File: src/rtl/background_pkg.sv
// ---------------------------------------------------------------------------
// background_pkg
// Shared definitions for the background palette encoder (and its decoder
// counterpart background_CP). Both sides take the palette from this one
// table, so decode(encode(p)) == p holds for every palette colour.
//
// Contents:
//   color_idx_t  : 3-bit palette index
//   dist_t       : 6-bit Manhattan distance (max 3*15 = 45)
//   pixel_t      : RGB444 pixel, r in the MSBs
//   PALETTE      : 8 x RGB444 palette constants, PALETTE[i] is entry i
//   abs_diff4    : |a - b| for two 4-bit channel values
// ---------------------------------------------------------------------------
package background_pkg;

    localparam int NUM_COLORS = 8;

    typedef logic [2:0] color_idx_t;
    typedef logic [5:0] dist_t;

    typedef struct packed {
        logic [3:0] r;
        logic [3:0] g;
        logic [3:0] b;
    } pixel_t;

    // Entry 0 sits in the least significant slot of the packed array.
    localparam pixel_t [NUM_COLORS-1:0] PALETTE = {
        12'h6AF,  // 7
        12'h050,  // 6
        12'h8D0,  // 5
        12'h660,  // 4
        12'h520,  // 3
        12'h00F,  // 2
        12'h000,  // 1
        12'hF00   // 0
    };

    function automatic logic [3:0] abs_diff4(input logic [3:0] a, input logic [3:0] b);
        return (a >= b) ? (a - b) : (b - a);
    endfunction

endpackage

File: src/rtl/background_idx_encoder_if.sv
// ---------------------------------------------------------------------------
// background_idx_encoder_if
// Pixel-in / index-out stream bundle for background_idx_encoder.
//
// Handshake: a transfer happens on a rising clock edge where valid && ready.
// The producer holds valid and its data stable until that edge; ready may
// depend combinationally on the consumer's downstream ready but never on
// the producer's valid.
//
// Signals:
//   in_valid/in_ready/in_sof/in_r/in_g/in_b : RGB444 input stream, in_sof
//                                             marks the first pixel of a frame
//   out_valid/out_ready                     : encoded output stream
//   out_idx/out_addr/out_exact/frame_done   : nearest palette index, linear
//                                             address, zero-distance flag,
//                                             last-pixel-of-frame flag
// Modports:
//   master : environment side (drives pixels, accepts results)
//   slave  : encoder side
// ---------------------------------------------------------------------------
interface background_idx_encoder_if #(
    parameter int ADDR_W = 19
);
    import background_pkg::*;

    logic              in_valid;
    logic              in_ready;
    logic              in_sof;
    logic [3:0]        in_r;
    logic [3:0]        in_g;
    logic [3:0]        in_b;

    logic              out_valid;
    logic              out_ready;
    color_idx_t        out_idx;
    logic [ADDR_W-1:0] out_addr;
    logic              out_exact;
    logic              frame_done;

    modport master (
        output in_valid, in_sof, in_r, in_g, in_b, out_ready,
        input  in_ready, out_valid, out_idx, out_addr, out_exact, frame_done
    );

    modport slave (
        input  in_valid, in_sof, in_r, in_g, in_b, out_ready,
        output in_ready, out_valid, out_idx, out_addr, out_exact, frame_done
    );

endinterface

File: src/rtl/background_idx_encoder_color_distance.sv
// ---------------------------------------------------------------------------
// color_distance
// Purely combinational |dR|+|dG|+|dB| between a pixel and one palette entry.
//
// Ports:
//   i_pix  : pixel under test (RGB444)
//   i_ref  : palette entry (RGB444)
//   o_dist : 6-bit unsigned distance, 0..45, never truncated
// ---------------------------------------------------------------------------
module color_distance
    import background_pkg::*;
(
    input  pixel_t i_pix,
    input  pixel_t i_ref,
    output dist_t  o_dist
);

    logic [3:0] w_dr;
    logic [3:0] w_dg;
    logic [3:0] w_db;

    assign w_dr = abs_diff4(i_pix.r, i_ref.r);
    assign w_dg = abs_diff4(i_pix.g, i_ref.g);
    assign w_db = abs_diff4(i_pix.b, i_ref.b);

    // Widen before adding so the 45-max sum cannot wrap.
    assign o_dist = {2'b00, w_dr} + {2'b00, w_dg} + {2'b00, w_db};

endmodule

File: src/rtl/background_idx_encoder.sv
// ---------------------------------------------------------------------------
// background_idx_encoder
// Maps an RGB444 pixel stream onto the nearest of 8 palette colours and tags
// each result with its linear frame address y*WIDTH+x.
//
// Pipeline:
//   S1 : pixel, address, last-pixel flag and all 8 distances
//   S2 : min-select result (index, exact flag) with address and last flag
// Two cycles from input handshake to out_valid without backpressure; holds
// up to two pixels when out_ready is low.
//
// Parameters:
//   WIDTH, HEIGHT : frame geometry
//   ADDR_W        : address width, must satisfy 2**ADDR_W >= WIDTH*HEIGHT
// Ports:
//   i_clk : rising-edge clock
//   i_rst : asynchronous active-high reset, flushes the pipeline
//   bus   : stream interface (slave side)
// ---------------------------------------------------------------------------
module background_idx_encoder
    import background_pkg::*;
#(
    parameter int WIDTH  = 640,
    parameter int HEIGHT = 480,
    parameter int ADDR_W = 19
) (
    input  logic                      i_clk,
    input  logic                      i_rst,
    background_idx_encoder_if.slave   bus
);

    localparam logic [ADDR_W-1:0] LAST_ADDR = ADDR_W'(WIDTH * HEIGHT - 1);

    // ---------------- handshake / advance conditions ----------------
    logic w_s1_adv;
    logic w_s2_adv;
    logic w_in_fire;

    logic r_s1_valid;
    logic r_s2_valid;

    assign w_s2_adv  = !r_s2_valid || bus.out_ready;
    assign w_s1_adv  = !r_s1_valid || w_s2_adv;
    assign w_in_fire = bus.in_valid && w_s1_adv;
    assign bus.in_ready = w_s1_adv;

    // ---------------- address counter ----------------
    logic [ADDR_W-1:0] r_addr;
    logic [ADDR_W-1:0] w_pix_addr;
    logic              w_pix_last;

    // A start-of-frame pixel always takes address 0, wherever the count was.
    assign w_pix_addr = bus.in_sof ? '0 : r_addr;
    assign w_pix_last = (w_pix_addr == LAST_ADDR);

    always_ff @(posedge i_clk or posedge i_rst) begin
        if (i_rst) begin
            r_addr <= '0;
        end else if (w_in_fire) begin
            r_addr <= w_pix_last ? '0 : (w_pix_addr + ADDR_W'(1));
        end
    end

    // ---------------- distance computation ----------------
    pixel_t                      w_in_pix;
    dist_t [NUM_COLORS-1:0]      w_dist;

    assign w_in_pix = {bus.in_r, bus.in_g, bus.in_b};

    for (genvar gi = 0; gi < NUM_COLORS; gi++) begin : g_dist
        color_distance u_dist (
            .i_pix  (w_in_pix),
            .i_ref  (PALETTE[gi]),
            .o_dist (w_dist[gi])
        );
    end

    // ---------------- stage 1 ----------------
    pixel_t                 r_s1_pix;
    logic [ADDR_W-1:0]      r_s1_addr;
    logic                   r_s1_last;
    dist_t [NUM_COLORS-1:0] r_s1_dist;

    always_ff @(posedge i_clk or posedge i_rst) begin
        if (i_rst) begin
            r_s1_valid <= 1'b0;
            r_s1_pix   <= '0;
            r_s1_addr  <= '0;
            r_s1_last  <= 1'b0;
            r_s1_dist  <= '0;
        end else if (w_s1_adv) begin
            r_s1_valid <= bus.in_valid;
            if (bus.in_valid) begin
                r_s1_pix  <= w_in_pix;
                r_s1_addr <= w_pix_addr;
                r_s1_last <= w_pix_last;
                r_s1_dist <= w_dist;
            end
        end
    end

    // ---------------- min select ----------------
    color_idx_t w_best_idx;
    dist_t      w_best_dist;
    logic       w_best_exact;

    // Strict less-than keeps the earlier index on equal distances.
    always_comb begin
        w_best_idx  = '0;
        w_best_dist = r_s1_dist[0];
        for (int i = 1; i < NUM_COLORS; i++) begin
            if (r_s1_dist[i] < w_best_dist) begin
                w_best_dist = r_s1_dist[i];
                w_best_idx  = color_idx_t'(i);
            end
        end
    end

    // Zero distance is the same as the pixel being the chosen palette colour.
    assign w_best_exact = (r_s1_pix == PALETTE[w_best_idx]);

    // ---------------- stage 2 ----------------
    color_idx_t        r_s2_idx;
    logic              r_s2_exact;
    logic [ADDR_W-1:0] r_s2_addr;
    logic              r_s2_last;

    always_ff @(posedge i_clk or posedge i_rst) begin
        if (i_rst) begin
            r_s2_valid <= 1'b0;
            r_s2_idx   <= '0;
            r_s2_exact <= 1'b0;
            r_s2_addr  <= '0;
            r_s2_last  <= 1'b0;
        end else if (w_s2_adv) begin
            r_s2_valid <= r_s1_valid;
            if (r_s1_valid) begin
                r_s2_idx   <= w_best_idx;
                r_s2_exact <= w_best_exact;
                r_s2_addr  <= r_s1_addr;
                r_s2_last  <= r_s1_last;
            end
        end
    end

    assign bus.out_valid  = r_s2_valid;
    assign bus.out_idx    = r_s2_idx;
    assign bus.out_exact  = r_s2_exact;
    assign bus.out_addr   = r_s2_addr;
    // Stale S2 contents must not show a frame end once the pixel has left.
    assign bus.frame_done = r_s2_valid && r_s2_last;

endmodule

File: src/flat_wrapper.sv
// flat-port wrapper written by rule: the top's interface ports become plain ports
module background_idx_encoder_flat import background_pkg::*;
#(
    parameter int WIDTH  = 640,
    parameter int HEIGHT = 480,
    parameter int ADDR_W = 19
)
  (i_clk, i_rst, bus_in_valid, bus_in_sof, bus_in_r, bus_in_g, bus_in_b, bus_out_ready, bus_in_ready, bus_out_valid, bus_out_idx, bus_out_addr, bus_out_exact, bus_frame_done);
  background_idx_encoder_if #(.ADDR_W(ADDR_W)) bus_i ();
  input  logic i_clk;
  input  logic i_rst;
  input wire logic [$bits(bus_i.in_valid)-1:0] bus_in_valid;
  input wire logic [$bits(bus_i.in_sof)-1:0] bus_in_sof;
  input wire logic [$bits(bus_i.in_r)-1:0] bus_in_r;
  input wire logic [$bits(bus_i.in_g)-1:0] bus_in_g;
  input wire logic [$bits(bus_i.in_b)-1:0] bus_in_b;
  input wire logic [$bits(bus_i.out_ready)-1:0] bus_out_ready;
  output wire logic [$bits(bus_i.in_ready)-1:0] bus_in_ready;
  output wire logic [$bits(bus_i.out_valid)-1:0] bus_out_valid;
  output wire logic [$bits(bus_i.out_idx)-1:0] bus_out_idx;
  output wire logic [$bits(bus_i.out_addr)-1:0] bus_out_addr;
  output wire logic [$bits(bus_i.out_exact)-1:0] bus_out_exact;
  output wire logic [$bits(bus_i.frame_done)-1:0] bus_frame_done;
  assign bus_i.in_valid = bus_in_valid;
  assign bus_i.in_sof = bus_in_sof;
  assign bus_i.in_r = bus_in_r;
  assign bus_i.in_g = bus_in_g;
  assign bus_i.in_b = bus_in_b;
  assign bus_i.out_ready = bus_out_ready;
  assign bus_in_ready = bus_i.in_ready;
  assign bus_out_valid = bus_i.out_valid;
  assign bus_out_idx = bus_i.out_idx;
  assign bus_out_addr = bus_i.out_addr;
  assign bus_out_exact = bus_i.out_exact;
  assign bus_frame_done = bus_i.frame_done;
  background_idx_encoder #(.WIDTH(WIDTH), .HEIGHT(HEIGHT), .ADDR_W(ADDR_W)) u_core (.i_clk(i_clk), .i_rst(i_rst), .bus(bus_i));
endmodule
File: config.mk
export PLATFORM = sky130hd
export DESIGN_NAME = background_idx_encoder_flat
export DESIGN_NICKNAME = d
export VERILOG_FILES = /design/src/rtl/background_pkg.sv /design/src/rtl/background_idx_encoder_if.sv /design/src/rtl/background_idx_encoder_color_distance.sv /design/src/rtl/background_idx_encoder.sv /design/src/flat_wrapper.sv
export SDC_FILE = /design/constraint.sdc
export NUM_CORES = 1
export LEC_CHECK = 0
export CAP_MARGIN = 15
export CELL_PAD_IN_SITES_DETAIL_PLACEMENT = 0
export CELL_PAD_IN_SITES_GLOBAL_PLACEMENT = 1
export CORE_ASPECT_RATIO = 1.75
export CORE_MARGIN = 1
export CORE_UTILIZATION = 40
export DETAILED_ROUTE_END_ITERATION = 12
export PLACE_DENSITY_LB_ADDON = 0.05
export SYNTH_ARGS = -nofsm -noshare
export SYNTH_HDL_FRONTEND = slang
export SYNTH_SLANG_ARGS = --single-unit
export TNS_END_PERCENT = 10
File: constraint.sdc
create_clock -name i_clk -period 14.66 [get_ports i_clk]
set_clock_uncertainty 0.2 [all_clocks]
set_input_delay 3.665 -clock i_clk [delete_from_list [all_inputs] [get_ports i_clk]]
set_output_delay 3.665 -clock i_clk [all_outputs]
set_load 0.01 [all_outputs]
; ---- Yosys cells after proc, flatten, opt, wreduce, memory -nomap -nowiden
; Memories as Yosys holds them, arrays and structs flattened.
; Cells that the tools add are included.
[totals]
ff_bits = 125
romBits = 96
inputBits = 17
wordCells = 120
memories = 1
[mem_list]
columns = memory, depth, word_bits, read_ports, rd_clocked_by_memory_dff, wr, line_no
row1 = (name not given), 8, 12, 1, 0, 0, background_idx_encoder.sv:120  ; assign w_best_exact = (r_s1_pix == PALETTE[w_best_idx]);
[classes]
n_mux = 29
n_addsub = 39
eq_ne = 2
magnitude_cmp = 21
n_reduce_logical = 8
[op_table]
columns = operator, count
row1 = $mux W4, 13
row2 = $add A5 B4 Y6, 7
row3 = $lt A6 B6 Y1, 7
row4 = $mux W19, 2
row5 = $mux W6, 6
row6 = $add A4 B4 Y5, 7
row7 = $ge A4 B4 Y1 const B, 5
row8 = $sub A4 B4 Y4 const A, 5
row9 = $sub A4 B4 Y4 const B, 5
row10 = $add A19 B1 Y19 const B, 1
row11 = $eq A19 B19 Y1 const B, 1
row12 = $ge A4 B3 Y1 const B, 4
row13 = $sub A3 B4 Y4 const A, 4
row14 = $sub A4 B3 Y4 const B, 4
row15 = $eq A12 B12 Y1, 1
row16 = $ge A4 B1 Y1 const B, 3
row17 = $mux W12, 1
row18 = $mux W3, 4
row19 = $sub A1 B4 Y4 const A, 3
row20 = $add A6 B4 Y6, 1
row21 = $ge A4 B2 Y1 const B, 1
row22 = $lt A3 B4 Y1 const B, 1
row23 = $mux W2, 2
row24 = $reduce_and A2 Y1, 2
row25 = other kinds (6), 9

; ---- Longest topological paths before layout
[depth]
word_depth = 17
mapped_depth = 63
ltp_nobuf = 61

; ---- Cells and area by module
; A second synthesis with hierarchy kept.
[hier_totals]
hier_cells = 1972
hier_area_um2 = 16261.8
[modules_own_cells]
columns = mod, cells_per_inst, area_per_inst_um2, seq_area_each_um2, instances
row1 = background_idx_encoder, 808, 7058.0, 3128.0, 1
row2 = color_distance at u_core.g_dist[1].u_dist ..., 146, 1146.1, 0.0, 6
row3 = color_distance at u_core.g_dist[0].u_dist ..., 144, 1163.6, 0.0, 2

; ---- Worst setup path before layout
; No wires, ideal clock.
[synth_timing]
kind = register -> register
startpoint = register u_core.r_s1_dist[11] (netlist bit)
endpoint = register u_core.r_s2_exact (netlist: u_core.bus.out_exact)
stages_incl_launch_ff = 58
setup_slack_ns = 2.524
t_required_ns = 14.368
t_arrival_ns = 11.845
path_cell_list = dfrtp_1 > ha_1 > nand4_2 > o21ai_4 > mux2i_1 > ha_1 > nand2_1 > nor2_1 > mux2_4 > o22a_4 > a311oi_2 > mux2i_1 > inv_1 > ha_1 > a31o_1 > a31oi_1 > a21boi_1 > mux2i_1 > [... 22 more ...] > a21oi_2 > mux2_2 > ha_1 > a21o_1 > a21oi_1 > and2_1 > a21oi_1 > nor2_1 > a21boi_0 > o21ai_1 > inv_1 > ha_1 > xor2_1 > or4_1 > nor3_1 > o22ai_1 > a21o_1 > o31ai_2
[synth_via]
elab_chain_cells = 17
[synth_lines]
columns = element, line_no
row1 = "start, declared", background_idx_encoder.sv:82  ; dist_t [NUM_COLORS-1:0] r_s1_dist;
row2 = "start signal, assigned", background_idx_encoder.sv:97  ; r_s1_dist <= w_dist;
row3 = $lt A6 B6 Y1, background_idx_encoder.sv:112  ; if (r_s1_dist[i] < w_best_dist) begin
row4 = $mux W6, background_idx_encoder.sv:112
row5 = $lt A6 B6 Y1, background_idx_encoder.sv:112
row6 = $mux W6, background_idx_encoder.sv:112
row7 = $lt A6 B6 Y1, background_idx_encoder.sv:112
row8 = $mux W6, background_idx_encoder.sv:112
row9 = $lt A6 B6 Y1, background_idx_encoder.sv:112
row10 = $mux W6, background_idx_encoder.sv:112
row11 = [... 2 more ...], -
row12 = $lt A6 B6 Y1, background_idx_encoder.sv:112
row13 = $mux W6, background_idx_encoder.sv:112
row14 = $lt A6 B6 Y1, background_idx_encoder.sv:112
row15 = $mux W3 *, background_idx_encoder.sv:112
row16 = via u_core.w_best_idx[0], background_idx_encoder.sv:103  ; color_idx_t w_best_idx;
row17 = $mem_v2 Z8 W12 *, -
row18 = $mux W12 (not written as such) *, background_idx_encoder.sv:120
row19 = $eq A12 B12 Y1 *, background_idx_encoder.sv:120
row20 = "end signal, assigned", background_idx_encoder.sv:139  ; r_s2_exact <= w_best_exact;
row21 = "end, declared", background_idx_encoder.sv:124  ; logic r_s2_exact;
; The timed path passes the listed nets; every way through them passes the cells marked *. The select of a mux whose other input is x is not followed.
; A chain may end at the register's enable or synchronous reset.

; ---- Final worst setup path
; Ends and elaborated chain as after synthesis.

==> qor.csv <==
metric;value;unit
pin count of the biggest net entering global routing;91;
residual overflow from global routing;0;
CP required;14.79;ns
routed length per instance;17.3;um
CP most frequent cell;ha_1;
DP HPWL;18.4;mm
final setup TNS;0;ns
clock-pin slew on the worst setup and hold paths;0.06;ns
vias in the first global route;7428;
Worst setup SP type;flip-flop;
Routed Antenna Nets;0;
biggest cell delay along the critical path;0.47;ns
yosys synthesis warning count;0;
#FFs+latches synth;119;
unrepaired setup endpoints after global routing;false;
diode count;0;
Slew HR;41.7;%
Post-Syn Nets;1144;
final instance area;10500;sq um
Final setup viols;0;
Pwr Density;245;nW/um^2
Yosys top cell area share;32.6;%
Post-Route WL;23.4;mm
Hold WC Path Type;reg -> reg;
first-pass GRT wire length;38.3;mm
run status;finished clean;
via count;7161;
Tcrit/Tclk final;90.3;%
initial DRC count;323;
CTS tree;done;
Critical Path AT;13.36;ns
Initial Utilization;41.0;%
Post-Syn Instances;1013;
Pwr Total;2.56;mW
die width;116;um
clk sinks;119;
Worst Setup Slack, final;1.42;ns
gr usage total;21.6;%
Fin. Hold Viols;0;
Util after Layout;47.1;%
Mapped Area;9130;sq um
IR drop worst, VDD;0.142;mV
core footprint;22300;sq um
Final Max Tran Viols;0;
worst skew pair latency;0.42;ns
GPL Wtd Cong;0.945;
cts bufs inserted;17;
placed instance area;9840;sq um
type of destination of the critical path;flip-flop;
I/O pins;43;
FP Rows;72;
min Tclk post-route;13.24;ns
# nets final;1177;
post-DR vias/cell;5.28;
share of cells above drive strength 1;9.44;%
largest area contributor in the synthesized netlist;dfrtp_1;
Leakage;4.98;nW
number of synthesized flops with an enable pin;0;
Top Family by Delay on Critical Path;compound AO/OA/AOI/OAI gates;
fraction of registers with async set/reset;100;%
Avg Inst Size Synth;9.01;sq um
Seq/Total Area, Yosys;32.6;%
most common cell after layout, fill and taps aside;nand2_1;
Area contributors post-synth;dfrtp_1, ha_1, nand2_1;
total die area;23500;sq um
# port buffers;42;
Register Area;2980;sq um
Hold-fix buffers, CTS;0;
root buf cell;clkbuf_16;
Pre-antenna DRT Iters;4;
predominant post-synthesis flop cell;dfrtp_1;
initial antenna violation count;0;
die height;202;um
htree depth;4;
crit path kind;reg -> reg;
post-synth cell types;88;
Max clock buf depth;2;
dpl ws;1.09;ns
Post-route DRC;0;
Crit Path Max Fanout;15;
slew at the pin with the worst max-slew slack;0.875;ns
commonest non-fill, non-tap cells in the layout;nand2_1, dfrtp_1, o21ai_0, ha_1, inv_1;
multi-input combinational cell area;5740;sq um
Worst path slowest cell;a311oi_4;
Max Clk Rate;75.5;MHz
area grow syn2layout;14.7;%
CP bufs+invs;3;
# Max-Cap Violations;0;
final-layout fill cell count;2210;
metal layers:
metal | vias up | wire (um) | global-route usage (%)
met2 | 100 | 12900 | 40.8
met1 | 3434 | 8820 | 21.9
li1 | 3576 | - | -
met5 | - | 0 | 0
met3 | 51 | 421 | 2.70
met4 | 0 | 1310 | 12.9
cell usage after synthesis (7+ instances only):
cell type,n
a21o_1,22
a21oi_1,47
a31oi_1,12
and3_1,13
clkbuf_1,31
dfrtp_1,119
fa_1,31
ha_1,83
inv_1,78
mux2_2,26
mux2i_1,23
nand2_1,176
nand2b_1,10
nand3_1,15
nand3b_1,10
nor2_1,47
nor2b_1,16
nor3_1,12
o21a_1,7
o21ai_0,95
xnor2_1,12
xor2_1,18
flip-flops by register name, summed over array words and instances, names as in the netlist:
name,flops
u_core.bus.out_addr,19
u_core.bus.out_exact,1
u_core.bus.out_idx,3
u_core.bus.out_valid,1
u_core.r_addr,19
u_core.r_s1_addr,19
u_core.r_s1_dist,42
u_core.r_s1_last,1
u_core.r_s1_pix,12
u_core.r_s1_valid,1
u_core.r_s2_last,1
path summary, 6_finish.rpt:
kind | from | end | slack, ns | cells after the start
max | u_core.r_s1_dist[11] | u_core.bus.out_exact | 1.42 | 57
min | u_core.r_s1_addr[8] | u_core.r_s1_addr[8] | 0.26 | 2
max reg2reg | u_core.r_s1_dist[11] | u_core.bus.out_exact | 1.42 | 57
min reg2reg | u_core.r_s1_addr[8] | u_core.r_s1_addr[8] | 0.26 | 2
max in group asynchronous | i_rst | u_core.bus.out_addr[2] | 9.43 | 3
min in group asynchronous | i_rst | u_core.r_s1_dist[17] | 3.49 | 2
worst register-to-register path: cells and delay by family, from the launching register on:
kind | cells | cell delay [ns]
buf+inv | 3 | 0.38
mux | 6 | 1.84
flops | 1 | 0.40
simple gates | 12 | 2.04
fa+ha+maj | 8 | 2.46
compound gates | 28 | 5.87
what timing repair did:
action	in CTS	in global routing
resized for setup	0	2
endpoints found under the setup margin	0	1
setup buffers	0	0
logic make-up after synthesis:
kind of cell	count (synthesis)	share of synthesized area, %
AOI/OAI and AO/OA	252	18.1
xor gates and xnor gates	32	3.23
adders and majority gates	115	18.3
buffers and inverters	113	4.74
DFF	119	32.6
muxes	53	6.35
and+or+nand+nor	329	16.7
metrics by stage:
step	hold slack, ns	cells
final	0.259	1355
after global routing	0.296	1355
after CTS	0.265	1355
after detailed placement	0.253	1323
after global placement	0.247	1323
after floorplan	0.235	1013
layout make-up:
| cell class | instances | share of cell area, % |
|---|---|---|
| multi-input cells | 781 | 54.8 |
| flip-flops and latches | 119 | 28.4 |
| clock buffers | 21 | 4.49 |
| repair buffers | 48 | 4.44 |
| well taps | 296 | 3.54 |
| inverters | 79 | 2.86 |
| clock inverters | 11 | 1.41 |
power by group:
part,internal (mW),total [mW],switching (mW)
combinational,0.702,1.69,0.985
clock,0.280,0.433,0.153
sequential,0.382,0.440,0.0575
Note: power is estimated with default switching activity, not from simulation.
